--- src/rtl/planet_emp_pkg.sv ---
// Shared types and helpers for the Planet Empire game sequencer.
// Holds the game state enum, a counter width function and a saturating BCD increment.
package planet_emp_pkg;

  typedef enum logic [1:0] {
    ST_IDLE = 2'd0,
    ST_PLAY = 2'd1,
    ST_HIT  = 2'd2,
    ST_OVER = 2'd3
  } game_state_t;

  // Bits needed to hold any value 0..n (at least 1).
  function automatic int f_width(input int unsigned n);
    int w;
    w = 1;
    for (int i = 1; i < 32; i++) begin
      if ((n >> i) != 0) w = i + 1;
    end
    return w;
  endfunction

  function automatic logic [7:0] bcd_inc_sat(input logic [7:0] v);
    logic [7:0] r;
    if (v == 8'h99)
      r = v;
    else if (v[3:0] == 4'd9)
      r = {v[7:4] + 4'd1, 4'd0};
    else
      r = {v[7:4], v[3:0] + 4'd1};
    return r;
  endfunction

endpackage

--- src/rtl/planet_emp_debounce.sv ---
// Switch conditioner: 2-FF synchronizer, tick-based debounce and press pulse.
// level is the debounced switch (1 = released); press pulses on its 1->0 edge.
module planet_emp_debounce
  import planet_emp_pkg::*;
#(
  parameter int unsigned DB_TICKS = 10_000
) (
  input  logic clk,
  input  logic rst,
  input  logic ee,
  input  logic sw_n,
  output logic level,
  output logic press
);

  localparam int CW = f_width(DB_TICKS);

  logic          sync1;
  logic          sync2;
  logic [CW-1:0] cnt;

  always_ff @(posedge clk) begin
    if (rst) begin
      sync1 <= 1'b1;
      sync2 <= 1'b1;
      level <= 1'b1;
      cnt   <= '0;
      press <= 1'b0;
    end else begin
      sync1 <= sw_n;
      sync2 <= sync1;
      press <= 1'b0;
      // Any agreement with the current level restarts the stability window.
      if (sync2 == level) begin
        cnt <= '0;
      end else if (ee) begin
        if (cnt == CW'(DB_TICKS - 1)) begin
          level <= sync2;
          cnt   <= '0;
          press <= ~sync2;
        end else begin
          cnt <= cnt + 1'b1;
        end
      end
    end
  end

endmodule

--- src/rtl/planet_emp_game_ctrl.sv ---
// Planet Empire game sequencer: fire/clear pulses, empire pacing, hit scoring, round timer.
// Optional refire while the switch is held: define PLANET_EMP_AUTOFIRE_EN.
module planet_emp_game_ctrl
  import planet_emp_pkg::*;
#(
  parameter int unsigned C_DB_TICKS       = 10_000,
  parameter int unsigned C_GAME_TICKS     = 30_000_000,
  parameter int unsigned C_EMP_PER0       = 300_000,
  parameter int unsigned C_EMP_DEC        = 20_000,
  parameter int unsigned C_EMP_MIN        = 60_000,
  parameter int unsigned C_HIT_TICKS      = 500_000,
  parameter int unsigned C_AUTOFIRE_TICKS = 400_000
) (
  input  logic       CK_i,
  input  logic       RST_i,
  input  logic       EE_i,
  input  logic       XPSW_i,
  input  logic       MSL_BUSY_i,
  input  logic       MSL_TGT_i,
  input  logic       EMP_AT_TGT_i,
  output logic       FIRE_o,
  output logic       MSL_CLR_o,
  output logic       EMP_STEP_o,
  output logic       EMP_SEED_o,
  output logic       PLAY_o,
  output logic       HIT_o,
  output logic       OVER_o,
  output logic [7:0] SCORE_o
);

  localparam int GW = f_width(C_GAME_TICKS);
  localparam int PW = f_width(C_EMP_PER0);
  localparam int HW = f_width(C_HIT_TICKS);

  game_state_t   state, state_d;
  logic [GW-1:0] game_cnt, game_d;
  logic [PW-1:0] emp_cnt, emp_d;
  logic [PW-1:0] period, period_d;
  logic [1:0]    step_cnt, step_cnt_d;
  logic [HW-1:0] hit_cnt, hit_cnt_d;
  logic [7:0]    score, score_d;
  logic          fire_d, clr_d, step_d, seed_d;
  logic          hit_prev, hit_rise, expire;
  logic          psw, press;

  planet_emp_debounce #(.DB_TICKS(C_DB_TICKS)) u_fire_sw (
    .clk   (CK_i),
    .rst   (RST_i),
    .ee    (EE_i),
    .sw_n  (XPSW_i),
    .level (psw),
    .press (press)
  );

  assign hit_rise = MSL_TGT_i & EMP_AT_TGT_i & ~hit_prev;

`ifdef PLANET_EMP_AUTOFIRE_EN
  localparam int AW = f_width(C_AUTOFIRE_TICKS);
  logic [AW-1:0] af_cnt, af_d;

  always_ff @(posedge CK_i) begin
    if (RST_i) af_cnt <= '0;
    else       af_cnt <= af_d;
  end
`else
  localparam int unsigned UNUSED_AF_TICKS = C_AUTOFIRE_TICKS;
  logic unused_psw;
  assign unused_psw = psw;
`endif

  always_comb begin
    state_d    = state;
    game_d     = game_cnt;
    emp_d      = emp_cnt;
    period_d   = period;
    step_cnt_d = step_cnt;
    hit_cnt_d  = hit_cnt;
    score_d    = score;
    fire_d     = 1'b0;
    clr_d      = 1'b0;
    step_d     = 1'b0;
    seed_d     = 1'b0;
    expire     = 1'b0;
`ifdef PLANET_EMP_AUTOFIRE_EN
    af_d       = '0;
`endif
    case (state)
      ST_IDLE, ST_OVER: begin
        if (press) begin
          state_d    = ST_PLAY;
          clr_d      = 1'b1;
          score_d    = 8'h00;
          period_d   = PW'(C_EMP_PER0);
          game_d     = GW'(C_GAME_TICKS);
          emp_d      = '0;
          step_cnt_d = '0;
          hit_cnt_d  = '0;
        end
      end
      default: begin
        if (EE_i) begin
          if (game_cnt <= GW'(1)) begin
            game_d = '0;
            expire = 1'b1;
          end else begin
            game_d = game_cnt - 1'b1;
          end
        end
        if (state == ST_PLAY) begin
          // >= covers a counter left above a freshly shortened period.
          if (EE_i) begin
            if (emp_cnt >= period - 1'b1) begin
              emp_d      = '0;
              step_d     = 1'b1;
              seed_d     = (step_cnt == 2'd3);
              step_cnt_d = step_cnt + 1'b1;
            end else begin
              emp_d = emp_cnt + 1'b1;
            end
          end
          if (expire) begin
            state_d = ST_OVER;
            clr_d   = 1'b1;
          end else if (hit_rise) begin
            state_d   = ST_HIT;
            clr_d     = 1'b1;
            score_d   = bcd_inc_sat(score);
            hit_cnt_d = '0;
            if (32'(period) >= C_EMP_MIN + C_EMP_DEC)
              period_d = period - PW'(C_EMP_DEC);
            else
              period_d = PW'(C_EMP_MIN);
          end else begin
            if (press && !MSL_BUSY_i) fire_d = 1'b1;
`ifdef PLANET_EMP_AUTOFIRE_EN
            af_d = af_cnt;
            if (press || psw) begin
              af_d = '0;
            end else if (EE_i) begin
              if (af_cnt == AW'(C_AUTOFIRE_TICKS - 1)) begin
                af_d = '0;
                if (!MSL_BUSY_i) fire_d = 1'b1;
              end else begin
                af_d = af_cnt + 1'b1;
              end
            end
`endif
          end
        end else begin
          if (expire) begin
            state_d = ST_OVER;
            clr_d   = 1'b1;
          end else if (EE_i) begin
            if (hit_cnt == HW'(C_HIT_TICKS - 1)) begin
              state_d   = ST_PLAY;
              hit_cnt_d = '0;
            end else begin
              hit_cnt_d = hit_cnt + 1'b1;
            end
          end
        end
        // Nothing leaves the block once the round has ended.
        if (expire) begin
          step_d = 1'b0;
          seed_d = 1'b0;
        end
      end
    endcase
  end

  always_ff @(posedge CK_i) begin
    if (RST_i) begin
      state      <= ST_IDLE;
      game_cnt   <= '0;
      emp_cnt    <= '0;
      period     <= PW'(C_EMP_PER0);
      step_cnt   <= '0;
      hit_cnt    <= '0;
      score      <= 8'h00;
      hit_prev   <= 1'b0;
      FIRE_o     <= 1'b0;
      MSL_CLR_o  <= 1'b0;
      EMP_STEP_o <= 1'b0;
      EMP_SEED_o <= 1'b0;
    end else begin
      state      <= state_d;
      game_cnt   <= game_d;
      emp_cnt    <= emp_d;
      period     <= period_d;
      step_cnt   <= step_cnt_d;
      hit_cnt    <= hit_cnt_d;
      score      <= score_d;
      hit_prev   <= MSL_TGT_i & EMP_AT_TGT_i;
      FIRE_o     <= fire_d;
      MSL_CLR_o  <= clr_d;
      EMP_STEP_o <= step_d;
      EMP_SEED_o <= seed_d;
    end
  end

  assign PLAY_o  = (state == ST_PLAY) || (state == ST_HIT);
  assign HIT_o   = (state == ST_HIT);
  assign OVER_o  = (state == ST_OVER);
  assign SCORE_o = score;

endmodule

--- config.mk ---
export PLATFORM = sky130hd
export DESIGN_NAME = planet_emp_game_ctrl
export DESIGN_NICKNAME = d
export VERILOG_FILES = /design/src/rtl/planet_emp_pkg.sv /design/src/rtl/planet_emp_debounce.sv /design/src/rtl/planet_emp_game_ctrl.sv
export SDC_FILE = /design/constraint.sdc
export NUM_CORES = 1
export LEC_CHECK = 0
export CAP_MARGIN = 5
export CORE_UTILIZATION = 40
export DETAILED_ROUTE_END_ITERATION = 8
export PLACE_DENSITY = 0.65
export SLEW_MARGIN = 20
export SYNTH_ARGS = -nofsm -noshare
export SYNTH_HDL_FRONTEND = slang
export SYNTH_SLANG_ARGS = --single-unit
--- constraint.sdc ---
create_clock -name CK_i -period 3.5 [get_ports CK_i]
set_clock_uncertainty 0.15 [all_clocks]
set_input_delay 0.875 -clock CK_i [delete_from_list [all_inputs] [get_ports CK_i]]
set_output_delay 0.875 -clock CK_i [all_outputs]
set_load 0.1 [all_outputs]
==> results_dict.tcl <==
set metrics [dict create \
    htreeDepth 3 \
    grt_pass1_wl_mm 25.9 \
    wirelength_mm 15.2 \
    slew_violations 0 \
    period_needed_ps 3170 \
    syn_area_mm2 0.00643 \
    critPathMaxStageDelay_ps 560 \
    core_mm2 0.0154 \
    syn_nets 808 \
    rsz0062_at_grt "no" \
    power_per_cell_area_mw_per_mm2 449 \
    worstSetupPathType "reg -> reg" \
    postCtsHoldBufs 0 \
    antenna_found_initial 0 \
    place.gp.congestion 0.847 \
    critPathLaunchType "register" \
    nFillCells 1542 \
    internal-power_mw 2.21 \
    synth-xor-area-share_pct 7.77 \
    required_ps 3650 \
    setup_viol 0 \
    clkLatencyLatePin_ps 360 \
    setup_ws_ps 327 \
    fin_area_mm2 0.00731 \
    cp_common_cell "nand4_1" \
    vias_per_cell 5.71 \
    synth_compound_area_share_pct 17.1 \
    pwr-share-seq_pct 41.4 \
    yosys_warnings 0 \
    grt_max_degree 29 \
    hpwl_mm 10.9 \
    synthMuxAreaShare_pct 1.29 \
    clkPwrFrac_pct 35.0 \
    yosys.area_share.adder_pct 6.04 \
    numClockSinks 112 \
    port-buffer-count 21 \
    synth-edff-count 0 \
    drt_iter0_drc 459 \
    post_cts_buffers 0 \
    dieArea_mm2 0.0166 \
    cts_tree "done" \
    fin_crit_sh_pct 90.6 \
    p_leak_nw 2.47 \
    max-vdd-ir-drop_mv 0.278 \
    relSlewSlack_pct 50.3 \
    hold_viol 0 \
    ys_seq_elements 112 \
    synth_top_family_by_area "simple AND/OR/NAND/NOR gates" \
    synthArstFlopShare_pct 0 \
    vias 5780 \
    cp_num_buf_inv 1 \
    worstMarginPinSlew_ps 740 \
    clockBufferDepth 2 \
    cp.arrival_ps 3320 \
    pre_cts_slack_ps 126 \
    drive_above_1_share_pct 12.0 \
    slowest_stage "or4_4" \
    drcViolationCount 0 \
    row_count 45 \
    routedWlPerCell_um 15.0 \
    io_pins 22 \
    synth-simple-area-share_pct 28.8 \
    globalRouteOverflowTotal 0 \
    drtPass1Iterations 5 \
    maxClockFrequency_mhz 315 \
    seq_area_frac_synth_pct 34.9 \
    comb_power_share_pct 23.5 \
    die_w_um 129 \
    switchingPower_mw 1.08 \
    antenna_left 0 \
    fin_setup_tns_ps 0 \
    antenna_cells 0 \
    cts_root_buf "clkbuf_16" \
    syn_inst 770 \
    ys.flop_type "dfxtp_1" \
    hp-class "reg -> reg" \
    cts_resized 0 \
    synth_cell_types 71 \
    dpl_cell_area_mm2 0.00695 \
    maxCapViolations 0 \
    die_h_um 129 \
    outcome "finished, final reports clean" \
    swShare_pct 32.8 \
    syn_avg_cell_area_um2 8.35 \
    grt_pass1_vias 5189 \
    crit_fanout 6 \
    nNetsFinal 835 \
    crit_chain "or4_4, nor2_2, nand4_1, nor3_2, xnor2_1, ha_1, nand4_1, nor4_2, a211oi_1, buf_4, a2111o_1, a31oi_1" \
    syn2layout_area_growth_pct 13.8 \
    worst_setup_path_end_kind "register" \
    start_util_pct 41.7 \
    grt_util_all_layers_pct 19.3 \
    numCtsBuffers 9 \
    clkTransAtPathRegs_ps 80 \
    cp_top_family "simple AND/OR/NAND/NOR gates" \
]
per-layer routing:
metal	share of wire, %	vias up	global-route usage (%)	routed length, um
li1	-	2904	-	-
met1	50	2702	27.4	7530
met2	44	150	29.8	6730
met3	4.3	24	3.12	656
met4	1.8	0	6.64	275
met5	0	-	0	0
power by group through the flow:
stage / logic (mW) / registers [mW] / clock network, mW
global placement: 0.772 / 1.39 / 0
CTS: 0.775 / 1.36 / 1.18
floorplan: 0.558 / 1.39 / 0
global route: 0.851 / 1.37 / 1.22
finish: 0.773 / 1.36 / 1.15
detailed placement: 0.768 / 1.39 / 0
per-stage QoR:
step	util (%)	power, mW	std cells	hold slack (ps)
3_3_place_gp	45.0	2.16	996	246
4_1_cts	47.2	3.31	1013	253
2_1_floorplan	-	1.95	770	239
5_1_grt	47.4	3.44	1013	276
3_5_place_dp	45.1	2.16	997	242
6_report	47.4	3.29	1013	255
registers in the layout, summed over array words and instances (netlist names):
name / cells
game_cnt: 25
emp_cnt: 19
hit_cnt: 19
period: 14
u_fire_sw.cnt: 14
SCORE_o: 8
state: 2
step_cnt: 2
EMP_SEED_o: 1
EMP_STEP_o: 1
FIRE_o: 1
MSL_CLR_o: 1
hit_prev: 1
u_fire_sw.level: 1
u_fire_sw.press: 1
u_fire_sw.sync1: 1
u_fire_sw.sync2: 1
cells by family after synthesis:
group | count (synthesis)
multiplexers | 8
XOR/XNOR | 57
flip-flops | 112
AND/OR/NAND/NOR | 345
adder cells (fa/ha/maj) | 31
buffers and inverters | 64
AO/OA/AOI/OAI | 153
final cells by class:
type	count	area [um^2]	area share, %
clock buffer	10	229	3.13
sequential	112	2240	30.7
inverter	29	109	1.49
multi-input combinational	594	3960	54.2
tap	211	264	3.61
clock inverter	6	97.6	1.33
timing repair buffer	51	409	5.59
worst reg2reg max path, stage by stage, from the launching register on:
cell and delay, ps:
dfxtp_1 310, or4_4 560, nor2_2 140, nand4_1 160, nor3_2 150, xnor2_1 80, ha_1 300, nand4_1 150
nor4_2 290, a211oi_1 100, buf_4 160, a2111o_1 400, a31oi_1 140
cells in the final DEF, fill, tap and decap left out, types with 27 or more instances in the layout:
master / count
nor2_1: 62
nor3_1: 54
buf_4: 43
inv_1: 27
a21oi_1: 42
xnor2_1: 37
dfxtp_1: 112
nand2_1: 65
ha_1: 31
nand3_1: 38
path summary, 6_finish.rpt:
| kind | start | slack (ps) | end | cells after the start |
|---|---|---|---|---|
| max reg2reg | period[7] | 330 | step_cnt[0] | 12 |
| max | period[7] | 330 | step_cnt[0] | 12 |
| min reg2reg | u_fire_sw.sync1 | 260 | u_fire_sw.sync2 | 1 |
| min | u_fire_sw.sync1 | 260 | u_fire_sw.sync2 | 1 |
cell usage after synthesis (all sizes together), types with 6 or more instances:
library cell / count / share of area (%)
or3: 17 / 1.7
buf: 6 / 0.66
mux2i: 6 / 0.93
clkbuf: 29 / 1.7
and3: 8 / 0.78
inv: 28 / 1.6
nand4: 20 / 1.9
nand3: 39 / 3.1
or4: 18 / 2.2
o31ai: 12 / 1.4
nor3: 56 / 4.4
a21oi: 48 / 4.1
ha: 31 / 6.0
o41ai: 8 / 1.7
xnor2: 37 / 5.0
nor2: 63 / 3.7
xor2: 20 / 2.7
nand2b: 6 / 0.58
dfxtp: 112 / 35
nand2: 65 / 3.8
nor4: 14 / 1.7
a31oi: 11 / 1.1
o21ai: 27 / 2.2
a211oi: 9 / 1.1
No activity file was read; power rests on OpenSTA's default activity.
